===== config.mk =====
export PLATFORM = sky130hd
export DESIGN_NAME = adder_rr_scheduler
export DESIGN_NICKNAME = d
export VERILOG_FILES = /design/src/rtl/adder_rr_scheduler.sv
export SDC_FILE = /design/constraint.sdc
export NUM_CORES = 1
export LEC_CHECK = 0
export CORE_AREA = 4 4 157 159
export CTS_BUF_LIST = sky130_fd_sc_hd__clkbuf_16
export DETAILED_ROUTE_END_ITERATION = 7
export DIE_AREA = 0 0 161 163
export DONT_BUFFER_PORTS = 1
export HOLD_SLACK_MARGIN = 0.08
export PLACE_DENSITY_LB_ADDON = 0.3
export RECOVER_POWER = 25
export SLEW_MARGIN = 25
export SYNTH_ARGS = -nofsm -noshare
export SYNTH_HDL_FRONTEND = slang
export SYNTH_SLANG_ARGS = --single-unit

===== constraint.sdc =====
create_clock -name clk -period 5.81 [get_ports clk]
set_input_delay 1.162 -clock clk [delete_from_list [all_inputs] [get_ports clk]]
set_output_delay 1.162 -clock clk [all_outputs]
set_load 0.01 [all_outputs]

===== src/rtl/adder_rr_scheduler.sv =====
// Round-robin front end for one shared external ripple-carry adder.
// It grants one requester, registers its operands onto the adder, then returns the sum with the requester ID.
module adder_rr_scheduler #(
   parameter int NUM_REQ = 4,
   parameter int ID_W    = 2,
   parameter int SIZE    = 32
) (
   input  logic                    clk,
   input  logic                    rst,
   input  logic [NUM_REQ-1:0]      req_valid,
   input  logic [NUM_REQ*SIZE-1:0] req_a,
   input  logic [NUM_REQ*SIZE-1:0] req_b,
   input  logic [NUM_REQ-1:0]      req_cin,
   output logic [NUM_REQ-1:0]      req_ready,
   output logic [SIZE-1:0]         add_a,
   output logic [SIZE-1:0]         add_b,
   output logic                    add_cin,
   input  logic [SIZE-1:0]         add_sum,
   input  logic                    add_cout,
   output logic                    rsp_valid,
   input  logic                    rsp_ready,
   output logic [ID_W-1:0]         rsp_id,
   output logic [SIZE-1:0]         rsp_sum,
   output logic                    rsp_cout,
   output logic                    busy
);

   localparam logic [1:0] IDLE = 2'd0;
   localparam logic [1:0] ADD  = 2'd1;
   localparam logic [1:0] RESP = 2'd2;

   localparam logic [ID_W-1:0] LAST_ID = ID_W'(NUM_REQ - 1);

   logic [1:0]      state_q, state_d;
   logic [ID_W-1:0] ptr_q, ptr_d;
   logic [SIZE-1:0] addA_q, addB_q, rspSum_q;
   logic            addCin_q, rspCout_q;
   logic [ID_W-1:0] rspId_q;

   logic [SIZE-1:0] reqA [NUM_REQ];
   logic [SIZE-1:0] reqB [NUM_REQ];

   logic            grantValid;
   logic [ID_W-1:0] grantIdx;
   logic            transfer;

   for (genvar gi = 0; gi < NUM_REQ; gi++) begin : gUnpack
      assign reqA[gi] = req_a[gi*SIZE +: SIZE];
      assign reqB[gi] = req_b[gi*SIZE +: SIZE];
   end

   // Search starts at ptr and wraps at NUM_REQ, so a non-power-of-two count never visits a phantom index.
   always_comb begin
      int idx;
      grantValid = 1'b0;
      grantIdx   = '0;
      idx        = 0;
      for (int k = 0; k < NUM_REQ; k++) begin
         idx = int'(ptr_q) + k;
         if (idx >= NUM_REQ) idx = idx - NUM_REQ;
         if (!grantValid && req_valid[ID_W'(idx)]) begin
            grantValid = 1'b1;
            grantIdx   = ID_W'(idx);
         end
      end
   end

   assign transfer  = grantValid && (state_q == IDLE);
   assign req_ready = (transfer && !rst) ? (NUM_REQ'(1) << grantIdx) : '0;

   always_comb begin
      state_d = state_q;
      ptr_d   = ptr_q;
      case (state_q)
         IDLE: begin
            if (transfer) begin
               state_d = ADD;
               ptr_d   = (grantIdx == LAST_ID) ? '0 : grantIdx + ID_W'(1);
            end
         end
         ADD:     state_d = RESP;
         RESP:    if (rsp_ready) state_d = IDLE;
         default: state_d = IDLE;
      endcase
   end

   always_ff @(posedge clk or posedge rst) begin
      if (rst) begin
         state_q   <= IDLE;
         ptr_q     <= '0;
         addA_q    <= '0;
         addB_q    <= '0;
         addCin_q  <= 1'b0;
         rspId_q   <= '0;
         rspSum_q  <= '0;
         rspCout_q <= 1'b0;
      end else begin
         state_q <= state_d;
         ptr_q   <= ptr_d;
         if (transfer) begin
            addA_q   <= reqA[grantIdx];
            addB_q   <= reqB[grantIdx];
            addCin_q <= req_cin[grantIdx];
            rspId_q  <= grantIdx;
         end
         // The adder had the whole ADD cycle to settle on the registered operands.
         if (state_q == ADD) begin
            rspSum_q  <= add_sum;
            rspCout_q <= add_cout;
         end
      end
   end

   assign add_a     = addA_q;
   assign add_b     = addB_q;
   assign add_cin   = addCin_q;
   assign rsp_valid = (state_q == RESP);
   assign rsp_id    = rspId_q;
   assign rsp_sum   = rspSum_q;
   assign rsp_cout  = rspCout_q;
   assign busy      = (state_q != IDLE);

endmodule

# Word-level counts from Yosys, hierarchy flattened
# Index checks and enable logic that the tools add are counted.
# op_classes
addsub,8
magnitude_cmp,10
eq_ne,5
n_shift,1
mux,37
bitwise_logic,1
n_reduce_logical,13
# op_table
operator,count
32-bit binary-select mux with 2-bit select,2
32-bit 2-to-1 mux,4
2-bit 2-to-1 mux,11
2-bit by 4-bit less-than comparator with 1-bit output (second input constant),4
1-bit 2-to-1 mux,13
3-bit >= comparator (second input constant),4
1-bit binary-select mux with 2-bit select,5
2-bit by 1-bit subtractor with 2-bit output (second input constant),4
2-bit by 2-bit adder with 3-bit output (second input constant),2
2-bit case mux with 3 select lines,1
1-bit logical AND,5
2-bit equality test (second input constant),2
1-bit zero test,4
4-bit 2-to-1 mux,1
2-bit AND reduction,2
1-bit by 2-bit << shifter with 4-bit output (first input constant),1
2-bit by 1-bit adder with 3-bit output (second input constant),1
2-bit by 3-bit >= comparator with 1-bit output (second input constant),1
2-bit by 3-bit less-than comparator with 1-bit output (second input constant),1
2-bit inverter with 3-bit output,1
2-bit by 1-bit adder with 2-bit output (second input constant),1
2-bit by 1-bit equality test with 1-bit output (second input constant),1
2-bit zero test,1
2-bit by 1-bit != test with 1-bit output (second input constant),1
2 further kinds,2
# word_totals
register_bits,104
out_inout_bits,106

# Longest topological paths before layout
# Gate-level depths: netlist of the first run.
# depth
word_depth,19
mapped_depth,8

# Worst setup path after synthesis of the first run
# OpenSTA, ideal clock, no wires.
# synth_path
kind,input-to-output
start,input port rst
end,output port req_ready[0]
arrival_ps,3817
t_required_ps,4648
slack_ps,831
stages,2
n_path_buf,0
path_cell_list,inv_1 and3_1
# synth_between
elab_chain_len,3
# synth_lines
item,line,rtl
"start, declared",9,"input logic rst,"
1-bit zero test (no line),--,
1-bit logical AND,69,assign req_ready = (transfer && !rst) ? (NUM_REQ'(1) << grantIdx) : '0;
4-bit 2-to-1 mux,69,
"end, declared",14,"output logic [NUM_REQ-1:0] req_ready,"
# Every way passes these cells.

# Worst setup path in the final report of the first run
# layout_path
start,input port req_valid[1]
end,output port req_ready[3]
# layout_between
elab_chain_len,16
elab_cells_between_ends,30
classes_between,1 x shift; 21 x mux; 8 x reduce/logical
# layout_lines
item,line,rtl
"start, declared",10,"input logic [NUM_REQ-1:0] req_valid,"
1-bit binary-select mux with 2-bit select,61,if (!grantValid && req_valid[ID_W'(idx)]) begin
1-bit 2-to-1 mux (implied by the code) (2 in series),61,
1-bit 2-to-1 mux,61,
1-bit zero test,61,
1-bit logical AND,61,
1-bit 2-to-1 mux,61,
1-bit zero test,61,
1-bit logical AND,61,
1-bit 2-to-1 mux,61,
1-bit zero test,61,
1-bit logical AND,61,
1-bit 2-to-1 mux,61,
1-bit logical AND,68,assign transfer = grantValid && (state_q == IDLE);
1-bit logical AND,69,
4-bit 2-to-1 mux *,69,
# Every way passes the cells marked *; elsewhere a longest branch is shown, timed or not. The select of a mux whose other input is x is not followed.

==> flow_summary.ini, run 1 <==
[floorplanning]
rows = 56
pin_count = 406
die_h_um = 163
dieArea_um2 = 26240
initial_core_util_pct = 24.63
die_w_um = 161
coreArea_um2 = 23260

[finish]
postLayoutCellArea_um2 = 6285
area_growth_pct = 9.696
drive_above_1_share_pct = 12.52
nNetsFinal = 838
fill_cells = 2490
final_common_cell = dfrtp_1
mostFrequentLayoutCells = dfrtp_1, nor2_1, o21ai_0

[global_route]
grt_usage_pct = 15.23
grt_pass1_wl_um = 30610
gr-total-overflow = 0
grt_max_degree = 86
grt_antenna_before_repair = 1
grt_pass1_vias = 4983

[placement]
portBuffers = 0
placed_area_um2 = 5984
place_hpwl_um = 15760
routabilityCongestion = 0.7693

[timing]
finalClockSkew_ns = 0.01222
max_freq_mhz = 261.5
rsz0062_at_grt = no
hold_viol = 0
max-slew-margin-rel_pct = -20.08
worst_slew_pin_slew_ns = 1.801
setup-tns-final_ns = 0
setup_viol = 0
fin_crit_ns = 3.824
drv_slew = 35
finalCritPeriodShare_pct = 65.81

[setup_path]
critPathKind = in2out
worstPathMaxFanout = 70
critPathArrivalTime_ns = 2.66
startpoint_type = input pin
end_kind = output port
required_ns = 4.65

[logic_synthesis]
yosysSeqAreaShare_pct = 45.42
ys_warn_count = 0
yosysTopAreaCell = dfrtp_1
synth_area_um2 = 5729
synth.avg_cell_area_um2 = 10.05
async_flop_share_pct = 100.0
synth_ff_type = dfrtp_1
ys_types = 32
yosys.area.top_type_share_pct = 45.42
synth_edf_count = 0
netlist_top_cells_area = dfrtp_1, mux2i_1, a221oi_1
synth-seq-cells = 104
synthCells = 570
syn_nets = 870

[clock_network]
max-clock-path-buffers = 2
cts.sinks = 104
cts-root-buf = clkbuf_16
insertion_delay_ns = 0.35
cts_tree = done
cts_resized = 0
cts_setup_buffers = 0
htreeDepth = 3
cts_hold_buffers = 0
clkTransAtPathRegs_ns = 0.08
cts_buffers = 9

[power_and_ir_drop]
powerDensity_nw_per_um2 = 629.4
ir_drop_mv = 0.2885
p_leak_nw = 2.423

[status]
violations = max-capacitance violations, max-slew violations
outcome = finished with violations

[detailed_routing]
wl_um = 21490
first_pass_iters = 5
wl_per_cell_um = 24.90
vias = 4810
ant_nets = 0
vias_per_cell = 5.574
route.detailed.drc = 0
drt_iter0_markers = 334

[job]
max-cap-violations = 1

[hold_path]
min_path_type = reg2reg
## area by class of cell
class                      instances  area (um^2)  share of cell area [%]
clock buffer                       9        225.2                   3.584
antenna                            1        2.502                 0.03982
tap                              319        399.1                   6.351
multi-input combinational        405         2877                   45.77
timing repair buffer              11        82.58                   1.314
inverter                           7        31.28                  0.4977
sequential                       104         2603                   41.41
clock inverter                     7        65.06                   1.035
## cells by family after synthesis
family | share of synthesized area (%)
AO/OA/AOI/OAI | 25.09
flip-flops | 45.42
buffers and inverters | 4.892
multiplexers | 17.84
AND/OR/NAND/NOR | 6.749
## registers in the layout (all words and copies together) (netlist names)
signal	flops
add_a	32
add_b	32
add_cin	1
ptr_q	2
rsp_cout	1
rsp_id	2
rsp_sum	32
state_q	2
## synth_stat cells, types with 2 or more instances
library cell / instances
dfrtp_1: 104
mux2i_1: 65
nor2_1: 71
inv_1: 6
clkbuf_1: 27
o21ai_0: 70
nand3_1: 2
buf_4: 5
a221oi_1: 65
a21oi_1: 7
mux2_2: 33
o21ai_1: 3
nand2_1: 6
nand2b_1: 5
and3_1: 3
o22ai_1: 65
buf_1: 3
buf_2: 16
## worst paths after layout
path	cells after the start	slack, ns	end	startpoint
max reg2reg	6	3.26	add_a[1]$_DFFE_PP0P_	state_q[0]$_DFFE_PP0P_
max	4	1.99	req_ready[3]	req_valid[1]
max in group asynchronous	2	3.82	rsp_sum[15]$_DFFE_PP0N_	rst
min in group asynchronous	1	0.80	add_a[4]$_DFFE_PP0P_	rst
min	2	0.59	rsp_id[1]$_DFFE_PP0P_	rsp_id[1]$_DFFE_PP0P_
min reg2reg	2	0.59	rsp_id[1]$_DFFE_PP0P_	rsp_id[1]$_DFFE_PP0P_
## critical path, stage by stage
cell	delay (ns)
or3_1	0.43
o21ai_4	0.18
buf_4	0.65
nor4_1	0.22
## per-layer routing
layer,track usage [%],wire [um],up-vias
li1,-,-,2129
met1,17.04,7920,2356
met2,27.44,11190,296
met3,3.948,1757,29
met4,6.514,620,0
met5,0,0,-
## metrics by stage
stage,std cells,utilization [%],power [W],hold WS [ns],setup slack (ns)
final,863,27.02,0.003955,0.5869,1.986
after global routing,863,27.02,0.004257,0.6032,1.883
after CTS,861,26.97,0.004005,0.5897,1.987
after detailed placement,845,25.73,0.003368,0.5708,1.996
after global placement,845,25.73,0.003263,0.5562,2.036
after floorplan,570,-,0.002887,0.5140,0.8307
## power by group
group / internal (W) / switching, W / leakage [nW]
clock network: 0.000301 / 0.000319 / 0.143
logic: 0.000717 / 0.00100 / 1.11
registers: 0.00110 / 0.000518 / 1.17
total: 0.00212 / 0.00184 / 2.42
Note: power is estimated with default switching activity, not from simulation.
==> run 2, diff against run 1 <==
Clock period 5.81 ns to 3.2 ns, I/O delays scaled along.
==> run 2 against run 1 <==
Compared with the run above: the run still ends with max-capacitance violations, max-slew violations left; setup slack got worse by 1.4 ns; design area increased by 1.1%; non-clock buffer count increased by 6; final cell count increased by 0.58%; register-to-register slack got worse by 2.5 ns; clock-buffer cell count unchanged; die area unchanged; sequential power increased by 82%; first-iteration DRC count increased by 17%; global-route usage about the same.
==> flow_summary.ini, run 2 (synthesis gave the netlist of run 1 again) <==
[clock_network]
max-clock-path-buffers = 2
cts_buffers = 9
cts.sinks = 104
insertion_delay_ns = 0.35
cts_tree = done
cts-root-buf = clkbuf_16
cts_setup_buffers = 0
clkTransAtPathRegs_ns = 0.07
htreeDepth = 3
cts_resized = 0

[hold_path]
hold_end = state_q[1]$_DFFE_PP0P_
whs_path_depth = 1
min_from = rsp_ready
min_path_type = in2reg

[setup_path]
path_buf_inv = 2
cpLargestDelayFamily = buffers and inverters
reg2reg_from = ptr_q[1]$_DFFE_PP0P_
startpoint_type = input pin
worstReg2RegEnd = add_b[9]$_DFFE_PP0P_
critical_path_depth = 3
critPathArrivalTime_ns = 2.01
cp_slowest_cell = dlygate4sd3_1
reg2regPathDepth = 5
worstPathMaxFanout = 13
critPathKind = in2out
required_ns = 2.56
reg2reg_slack_ns = 0.78
end_kind = output port
path_cells = dlygate4sd3_1 > clkinvlp_2 > and3_1
worst_path_largest_cell_delay_ns = 0.56

[global_route]
gr-usage-met2_pct = 27.24
grt_max_degree = 72
gr-total-overflow = 0
grt_pass1_wl_um = 30440
gr-usage-met1_pct = 16.22
grt_pass1_vias = 4991
grt_antenna_before_repair = 3
grt_usage_pct = 15.19
top_usage_layer = met2
use_met3_pct = 4.682

[timing]
setup_ws_ns = 0.5506
setup_viol = 0
worst_slew_pin_slew_ns = 1.729
max-slew-margin-rel_pct = -15.26
finalClockSkew_ns = 0.01470
hold_viol = 0
max_freq_mhz = 377.5
finalCritPeriodShare_pct = 82.79
drv_slew = 35
rsz0062_at_grt = no
fin_crit_ns = 2.649

[finish]
nNetsFinal = 844
drive_above_1_share_pct = 13.11
final_common_cell = dfrtp_1
fill_cells = 2446
diodes = 0
mostFrequentLayoutCells = dfrtp_1, nor2_1, o21ai_0
postLayoutCellArea_um2 = 6352
stdcell_count = 868
area_growth_pct = 10.88

[power_and_ir_drop]
pwr-share-comb_pct = 42.9
powerDensity_nw_per_um2 = 1148
p_switching_w = 0.003286
clockPowerShare_pct = 16.6
sequentialPowerShare_pct = 40.5
p_sw_share_pct = 45.08
ir_drop_mv = 0.4011
power.internal_w = 0.004004
p_leak_nw = 2.459

[floorplanning]
die_h_um = 163
rows = 56
pin_count = 406
dieArea_um2 = 26240
initial_core_util_pct = 24.63
coreArea_um2 = 23260
die_w_um = 161

[detailed_routing]
first_pass_iters = 6
drt_iter0_markers = 391
vias_per_cell = 5.576
route.detailed.drc = 0
ant_nets = 0
wl_um = 21410
vias = 4840
wl_per_cell_um = 24.66

[status]
violations = max-capacitance violations, max-slew violations
outcome = finished with violations

[placement]
placed_area_um2 = 6031
place_hpwl_um = 16620
dp.cells = 851
routabilityCongestion = 0.7866
dp_slack_ns = 0.7155
portBuffers = 0

[job]
max-cap-violations = 1
## run 2: how the worst max path moves through the flow
stage                          from  slack [ns]      endpoint
2_1_floorplan                   rst       -0.03  req_ready[0]
3_3_place_gp           req_valid[1]        0.75  req_ready[1]
3_5_place_dp           req_valid[1]        0.72  req_ready[0]
4_1_cts        ptr_q[1]$_DFFE_PP0P_        0.52  req_ready[1]
5_1_grt                         rst        0.40  req_ready[2]
6_report                        rst        0.55  req_ready[2]
## run 2: final cells by class
class                      count  area, um^2  area share (%)
multi-input combinational    405        2877           45.28
sequential                   104        2603           40.97
tap                          319       399.1           6.283
clock buffer                   9       225.2           3.545
timing repair buffer          17       126.4           1.989
clock inverter                 7       92.59           1.458
inverter                       7       30.03          0.4727
## run 2: power by group through the flow
| stage | combinational, W | sequential, W | clock [W] |
|---|---|---|---|
| 5_1_grt | 0.00346 | 0.00303 | 0.00131 |
| 2_1_floorplan | 0.00255 | 0.00269 | 0 |
| 4_1_cts | 0.00316 | 0.00297 | 0.00126 |
| 3_3_place_gp | 0.00300 | 0.00296 | 0 |
| 3_5_place_dp | 0.00316 | 0.00299 | 0 |
| 6_report | 0.00313 | 0.00295 | 0.00121 |
## run 2: metrics by stage
step	utilization [%]	power, W	hold WS [ns]	setup TNS, ns
6_report	27.31	0.007289	0.3976	0
3_3_place_gp	25.93	0.005961	0.4678	0
5_1_grt	27.31	0.007805	0.3755	0
3_5_place_dp	25.93	0.006145	0.4670	0
4_1_cts	27.33	0.007389	0.3780	0
2_1_floorplan	-	0.005242	0.5140	-0.1032
## run 2: timing repair
item                                    4_1_cts  5_1_grt
endpoints found under the setup margin        0        0
hold buffers                                  1        0
hold endpoints to repair                      3        0
## run 2: metal layers
metal	vias up	routed length [um]
met3	57	2055
li1	2140	-
met2	311	10990
met5	-	43
met4	6	923
met1	2326	7390
